--- config.mk ---
export PLATFORM = sky130hd
export DESIGN_NAME = rv4028_bus_arbiter
export DESIGN_NICKNAME = d
export VERILOG_FILES = /design/src/rtl/rv4028_bus_pkg.sv /design/src/rtl/rv4028_sync_n.sv /design/src/rtl/rv4028_bus_arbiter.sv
export SDC_FILE = /design/constraint.sdc
export NUM_CORES = 1
export LEC_CHECK = 0
export BUFFER_PORTS_ARGS = -buffer_cell sky130_fd_sc_hd__buf_2
export CELL_PAD_IN_SITES_DETAIL_PLACEMENT = 0
export CELL_PAD_IN_SITES_GLOBAL_PLACEMENT = 2
export CORE_MARGIN = 2
export CORE_UTILIZATION = 34
export DETAILED_ROUTE_END_ITERATION = 12
export PLACE_DENSITY = 0.75
export SYNTH_ARGS = -nofsm -noshare
export SYNTH_HDL_FRONTEND = slang
export SYNTH_SLANG_ARGS = --single-unit
--- constraint.sdc ---
create_clock -name clk -period 2.1 [get_ports clk]
set_clock_uncertainty 0.2 [all_clocks]
set_input_delay 0 -clock clk [delete_from_list [all_inputs] [get_ports clk]]
set_output_delay 0 -clock clk [all_outputs]
set_load 0.05 [all_outputs]
--- src/rtl/rv4028_bus_pkg.sv ---
// rv4028_bus_pkg: arbiter state encoding and default timing constants
package rv4028_bus_pkg;
    typedef enum logic [2:0] {CPU_OWN, WAIT_ACK, TURN, GRANT, RETURN} arb_state_t;
    localparam int DEF_TURN_CYCLES = 1;
    localparam int DEF_HOLD_MAX    = 1024;
endpackage

--- src/rtl/rv4028_sync_n.sv ---
// rv4028_sync_n: multi-flop synchroniser for an active-low async input, resets to idle (1)
module rv4028_sync_n #(
    parameter int STAGES = 2
) (
    input  logic clk,
    input  logic rst_n,
    input  logic d_n,
    output logic q_n
);
    logic [STAGES-1:0] ff;
    // shift the raw level through the chain; reset parks every flop at idle
    always_ff @(posedge clk or negedge rst_n)
        if (!rst_n) ff <= '1;
        else ff <= {ff[STAGES-2:0], d_n};
    assign q_n = ff[STAGES-1];
endmodule

--- src/rtl/rv4028_bus_arbiter.sv ---
// rv4028_bus_arbiter: round-robin hand-off of the shared bus from the core to NUM_REQ masters; RV4028_ARB_TIMEOUT_EN adds a HOLD_MAX grant limit
module rv4028_bus_arbiter
    import rv4028_bus_pkg::*;
#(
    parameter int NUM_REQ     = 2,
    parameter int SYNC_STAGES = 2,
    parameter int TURN_CYCLES = DEF_TURN_CYCLES,
    parameter int HOLD_MAX    = DEF_HOLD_MAX,
    localparam int OW         = NUM_REQ > 1 ? $clog2(NUM_REQ) : 1
) (
    input  logic               clk,
    input  logic               rst_n,
    input  logic [NUM_REQ-1:0] ext_busrq_n,
    output logic [NUM_REQ-1:0] ext_busack_n,
    output logic               core_busrq_n,
    input  logic               core_busack_n,
    output logic               core_drive_en,
    output logic [OW-1:0]      owner,
    output logic               grant_valid,
    output logic               timeout_flag
);
    arb_state_t state, state_next;
    logic [NUM_REQ-1:0] req_n, req, req_eff;
    logic [OW-1:0] rr, rr_next, owner_next, win;
    logic [3:0] turn_cnt, turn_next;
    logic revoke;

    if (NUM_REQ < 1 || NUM_REQ > 8 || SYNC_STAGES < 2 || TURN_CYCLES < 1 || TURN_CYCLES > 15 || HOLD_MAX < 1) begin : g_bad_param
        $error("rv4028_bus_arbiter: parameter out of range");
    end

    for (genvar i = 0; i < NUM_REQ; i++) begin : g_sync
        rv4028_sync_n #(.STAGES(SYNC_STAGES)) u_sync (
            .clk  (clk),
            .rst_n(rst_n),
            .d_n  (ext_busrq_n[i]),
            .q_n  (req_n[i])
        );
    end
    assign req = ~req_n;

`ifdef RV4028_ARB_TIMEOUT_EN
    localparam int HW = $clog2(HOLD_MAX + 1);
    logic [HW-1:0] hold_cnt;
    logic [NUM_REQ-1:0] mask;
    assign revoke  = state == GRANT && hold_cnt == HW'(HOLD_MAX - 1);
    assign req_eff = req & ~mask;
    // grant-length counter, sticky timeout and lockout of a revoked master until it lets go
    always_ff @(posedge clk or negedge rst_n)
        if (!rst_n) begin
            hold_cnt     <= '0;
            mask         <= '0;
            timeout_flag <= 1'b0;
        end else begin
            hold_cnt     <= state == GRANT && state_next == GRANT ? hold_cnt + HW'(1) : '0;
            mask         <= (mask & req) | (revoke ? NUM_REQ'(1) << owner : '0);
            timeout_flag <= timeout_flag | revoke;
        end
`else
    assign revoke       = 1'b0;
    assign req_eff      = req;
    assign timeout_flag = 1'b0;
`endif

    // first requesting master at or after the round-robin pointer, cyclically
    always_comb begin
        win = rr;
        for (int k = NUM_REQ - 1; k >= 0; k--)
            if (req_eff[(int'(rr) + k) % NUM_REQ]) win = OW'((int'(rr) + k) % NUM_REQ);
    end

    // next state, next owner and next round-robin pointer
    always_comb begin
        state_next = state;
        owner_next = owner;
        rr_next    = rr;
        turn_next  = '0;
        case (state)
            CPU_OWN:  state_next = |req_eff ? WAIT_ACK : CPU_OWN;
            WAIT_ACK: state_next = core_busack_n ? WAIT_ACK : |req_eff ? TURN : RETURN;
            TURN:
                if (turn_cnt != 4'(TURN_CYCLES - 1)) turn_next = turn_cnt + 4'd1;
                else if (|req_eff) begin
                    state_next = GRANT;
                    owner_next = win;
                end else state_next = RETURN;
            GRANT:
                if (!req[owner] || revoke) begin
                    state_next = TURN;
                    rr_next    = OW'((int'(owner) + 1) % NUM_REQ);
                end
            RETURN:   state_next = core_busack_n ? CPU_OWN : RETURN;
            default:  state_next = CPU_OWN;
        endcase
    end

    // state plus registered outputs, all taken from the next state so they move on the transition edge
    always_ff @(posedge clk or negedge rst_n)
        if (!rst_n) begin
            state         <= CPU_OWN;
            rr            <= '0;
            owner         <= '0;
            turn_cnt      <= '0;
            core_busrq_n  <= 1'b1;
            core_drive_en <= 1'b1;
            grant_valid   <= 1'b0;
            ext_busack_n  <= '1;
        end else begin
            state         <= state_next;
            rr            <= rr_next;
            owner         <= owner_next;
            turn_cnt      <= turn_next;
            core_busrq_n  <= state_next inside {CPU_OWN, RETURN};
            core_drive_en <= state_next == CPU_OWN;
            grant_valid   <= state_next == GRANT;
            ext_busack_n  <= state_next == GRANT ? ~(NUM_REQ'(1) << owner_next) : '1;
        end
endmodule

**Word-level counts from Yosys, hierarchy flattened**

Cells that the tools add are included.

- Bitwise gates (word level): 4
- Add/sub/neg operators: 3
- Muxes and demuxes: 23
- Equality and inequality tests: 6
- $lt $le $gt $ge: 3
- Reduce and logical (&&, ||, !) cells: 6
- Shift operators: 1

Operators with widths:

| cell | number |
|---|---|
| $mux 3 | 6 |
| $pmux 3 s5 | 1 |
| $mux 1 | 13 |
| $eq 3x2->1 const B | 3 |
| $mux 4 | 2 |
| $eq 3x3->1 const B | 2 |
| $logic_not 3->1 | 2 |
| $add 4x1->4 const B | 1 |
| $lt 1x2->1 const B | 2 |
| $not 2->2 | 2 |
| $reduce_bool 4->1 | 1 |
| $eq 3x1->1 const B | 1 |
| $lt 2x3->1 const B | 1 |
| $add 1x1->1 const B | 2 |
| $mux 2 | 1 |
| $reduce_and 2->1 | 1 |
| $reduce_bool 2->1 | 1 |
| $reduce_or 2->1 | 1 |
| $shl 1x1->2 const A | 1 |
| $and 1x1->1 const A | 1 |
| $not 1->1 | 1 |

- Bits of input ports: 5
- Flip-flop bits (word level): 18
- Output and inout port bits: 7
- Word-level logic and storage cells: 56

**Logic depth before layout (Yosys ltp)**

- Word-level depth: 13
- Depth in mapped cells: 6
- Gate-level depth less buffers: 6

**Modules after synthesis**

A second synthesis with hierarchy kept.

- Cells, all modules: 70
- Area, all modules: 813.3 sq um

Modules (own cells, without submodules):

| module | sequential area each (sq um) | area each (sq um) | instances | cells an instance |
|---|---|---|---|---|
| rv4028_bus_arbiter | 355.3 | 708.2 | 1 | 66 |
| rv4028_sync_n | 52.6 | 52.6 | 2 | 2 |

**Worst setup path before layout**

OpenSTA, ideal clock, no wires.

- Kind: reg2reg
- Start point: reg owner
- End point: reg state[0]
- Arrival: 1.254 ns
- Data required time: 1.776 ns
- Path slack: 0.522 ns
- Setup time: 0.124 ns
- Period minus slack after synthesis: 1.578 ns
- Buffers on the path: 0
- Cell stages (with the launch flop): 5
- Path through: dfrtp_1 nand2b_1 a32oi_1 a21oi_2 or2_1

- Word-level cells in the longest chain between the ends: 4

RTL lines:

| what | line | source |
|---|---|---|
| start: declaration | rv4028_bus_arbiter.sv:18 | `output logic [OW-1:0] owner,` |
| start signal: assignment | rv4028_bus_arbiter.sv:111 | `owner <= owner_next;` |
| $mux 1 (implied by the code) (2 in series) | rv4028_bus_arbiter.sv:88 | `if (!req[owner] \|\| revoke) begin` |
| $mux 3 | rv4028_bus_arbiter.sv:88 |  |
| $pmux 3 s5 | rv4028_bus_arbiter.sv:78 | `case (state)` |
| net state_next[0] | rv4028_bus_arbiter.sv:22 | `arb_state_t state, state_next;` |
| end signal: assignment | rv4028_bus_arbiter.sv:109 | `state <= state_next;` |
| end: declaration | rv4028_bus_arbiter.sv:22 |  |

The timed path passes the listed nets, and every way through them passes these cells. The select of a mux whose other input is x is not followed.
A chain may end at the register's enable or synchronous reset.

**Worst setup path in the final report**

- Start point: reg turn_cnt[0]
- End point: reg core_drive_en

- Word-level cells in the longest chain between the ends: 4

RTL lines:

| what | line | source |
|---|---|---|
| start: declaration | rv4028_bus_arbiter.sv:25 | `logic [3:0] turn_cnt, turn_next;` |
| start signal: assignment | rv4028_bus_arbiter.sv:112 | `turn_cnt <= turn_next;` |
| $reduce_bool 4->1 | rv4028_bus_arbiter.sv:82 | `if (turn_cnt != 4'(TURN_CYCLES - 1)) turn_next = turn_cnt + 4'd1;` |
| $mux 3 | rv4028_bus_arbiter.sv:82 |  |
| $pmux 3 s5 | rv4028_bus_arbiter.sv:78 |  |
| net state_next[2] | rv4028_bus_arbiter.sv:22 |  |
| $logic_not 3->1 | rv4028_bus_arbiter.sv:114 | `core_drive_en <= state_next == CPU_OWN;` |
| end signal: assignment | rv4028_bus_arbiter.sv:105 | `core_drive_en <= 1'b1;` |
| end signal: assignment | rv4028_bus_arbiter.sv:114 |  |
| end: declaration | rv4028_bus_arbiter.sv:17 | `output logic core_drive_en,` |

The timed path passes the listed nets, and every way through them passes these cells.

==> reports/qor.yml <==
yosys:
  syn_nets: 72
  synthCells: 65
  synthTopCellsByArea: "dfrtp_1 (33%), dfstp_2 (28%), ha_1 (3.3%)"
  synth_seq_cells: 18
  yosysMostFrequentCell: "dfrtp_1"
  synth_warnings: 0
  ys_types: 29
  async_flop_share: 1.00
  postSynthAreaPerCell_um2: 11.7
  yosysTopAreaCellShare: 0.329
  synthFlopType: "dfrtp_1"
  yosys.area.top_type: "dfrtp_1"
  synth-edff-count: 0
  ys_seq_area_frac: 0.605
  syn_area_um2: 761
  synth_common_cells: "dfrtp_1 (10), dfstp_2 (8), nand2_1 (6), nor2_1 (5)"
final_layout:
  final_nets: 91
  fin_area_um2: 925
  layoutNonFillerInstCount: 111
  n_fill_cell: 237
  syn2layout_area_growth_pct: 21.5
  insertedDiodeCount: 0
  drive_gt1_frac: 0.313
clock_network:
  cts_tree: "built"
  clk_latency_ns: 0.28
  cts.sinks: 18
  clockBufferDepth: 2
  cts_root_buf: "clkbuf_4"
  cts_hold_buffers: 5
  clkTransAtPathRegs_ns: 0.10
  cts_setup_buffers: 0
  cts_resized: 0
  cts_inserted_buffers: 3
  htree_levels: 1
sta:
  grt_setup_unrepaired: "no"
  fin_ws_ns: 0.391
  tns_ns: 0
  period_share: 0.814
  fmax_mhz: 585
  worst_slew_pin_slew_ns: 0.504
  max_slew_margin: 0.661
  hold_viol_final: 0
  fin_crit_ns: 1.71
  timing.final.max_slew_violations: 0
  setup_viol: 0
setup_path:
  r2r_end: "core_drive_en"
  worstSetupEndpointType: "register"
  r2r_slack_ns: 0.39
  cp_max_fo: 4
  slowest_delay_ns: 0.42
  critPathArrivalTime_ns: 1.71
  worst_setup_path_start_kind: "register"
  r2r-start: "turn_cnt[0]"
  worstPathRequired_ns: 2.10
  path_delay_family: "compound AO/OA/AOI/OAI gates"
  crit_path_top_delay_cell: "dfrtp_1"
  critPathKind: "reg2reg"
  crit_chain: "inv_1, ha_1, nor3b_2, a22oi_1, o31ai_1, nor3_1"
  reg2reg_depth: 6
  critical_path_buf_inv_count: 1
placed_design:
  dp_hpwl_um: 844
  globalplace.congestion: 0.706
  numPortBuffers: 10
  place_ws_ns: 0.397
  place_area_um2: 838
  place_inst: 102
grt:
  grt_overflow_total: 0
  antenna_found_initial: 0
  grtUsageTotal: 0.111
  first_global_vias: 491
  grt_pass1_wl_mm: 2.10
  grt_max_degree: 11
die:
  start_util: 0.351
  die_h_um: 51.3
  die_width_um: 51.3
  ios: 12
  core_area_mm2: 0.00217
  die_area_mm2: 0.00263
  core.rowCount: 17
outcome:
  status: "finished clean"
hold_path:
  min_path_type: "in2async"
routing:
  drtAntennaViolNets: 0
  vias: 503
  wl_mm: 1.21
  initialDrtViolationCount: 4
  drc: 0
  wl_per_cell_um: 10.9
  drtPass1Iterations: 3
  via_per_inst: 4.53
run:
  cap_viol_max_count: 0
power:
  total_power_mw: 1.21
  peakVddDrop_v: 0.000614
  total_leakage_power_nw: 0.412
  p_per_area_mw_per_mm2: 1310
## power by group
group / total (mW) / switching (mW) / internal [mW]
Combinational: 0.475 / 0.323 / 0.152
Clock: 0.206 / 0.100 / 0.105
Sequential: 0.527 / 0.0714 / 0.455
Total: 1.21 / 0.494 / 0.713
## cell families (layout without fill, tap and decap cells)
group / Yosys count / after routing / synth area share
flip-flops: 18 / 18 / 0.605
XOR/XNOR: 2 / 2 / 0.0230
AO/OA/AOI/OAI: 12 / 12 / 0.0987
adder cells (fa/ha/maj): 2 / 2 / 0.0329
other: 1 / 1 / 0.00493
AND/OR/NAND/NOR: 26 / 26 / 0.211
buffers and inverters: 4 / 22 / 0.0247
## cell usage in the layout, fill, tap and decap left out, types with 3 or more instances in the layout
master         netlist  final
o21ai_0              3      3
a21oi_1              3      3
nor2_1               5      5
dlygate4sd3_1        0      5
dfstp_2              8      8
clkbuf_4             0      3
buf_2                0     10
nand2_1              6      6
dfrtp_1             10     10
inv_1                3      3
## worst max-delay path by stage
stage,from,end,slack [ns],depth (start not counted)
final,turn_cnt[0],core_drive_en,0.39,6
after global routing,turn_cnt[0],core_drive_en,0.15,6
after CTS,turn_cnt[0],core_drive_en,0.37,6
after detailed placement,turn_cnt[0],core_drive_en,0.40,6
after global placement,turn_cnt[0],core_drive_en,0.44,6
after floorplan,owner,state[0],0.52,4
## final cells by class
type | count | area, um^2 | share of cell area
tap | 28 | 35.0 | 0.0379
timing repair buffer | 15 | 100 | 0.108
sequential | 18 | 460 | 0.498
multi-input combinational | 43 | 282 | 0.304
inverter | 3 | 11.3 | 0.0122
clock buffer | 4 | 36.3 | 0.0392
## flip-flops by register name, indices dropped and copies added, names as in the netlist
name / flops
core_busrq_n: 1
core_drive_en: 1
ext_busack_n: 2
g_sync.u_sync.ff: 4
grant_valid: 1
owner: 1
rr: 1
state: 3
turn_cnt: 4
## routing by layer
metal	share of wire	GRT usage	vias to the layer above
li1	-	-	253
met1	0.48	0.154	244
met2	0.48	0.158	4
met3	0.022	0.0175	2
met4	0.0099	0.0789	0
met5	0	0	-
## through the flow
stage | utilization | hold WS (ns)
2_1_floorplan | - | -0.496
3_3_place_gp | 0.386 | -0.254
5_1_grt | 0.426 | 0.115
6_report | 0.426 | 0.103
4_1_cts | 0.426 | 0.103
3_5_place_dp | 0.386 | -0.252
No activity file was read; power rests on OpenSTA's default activity.
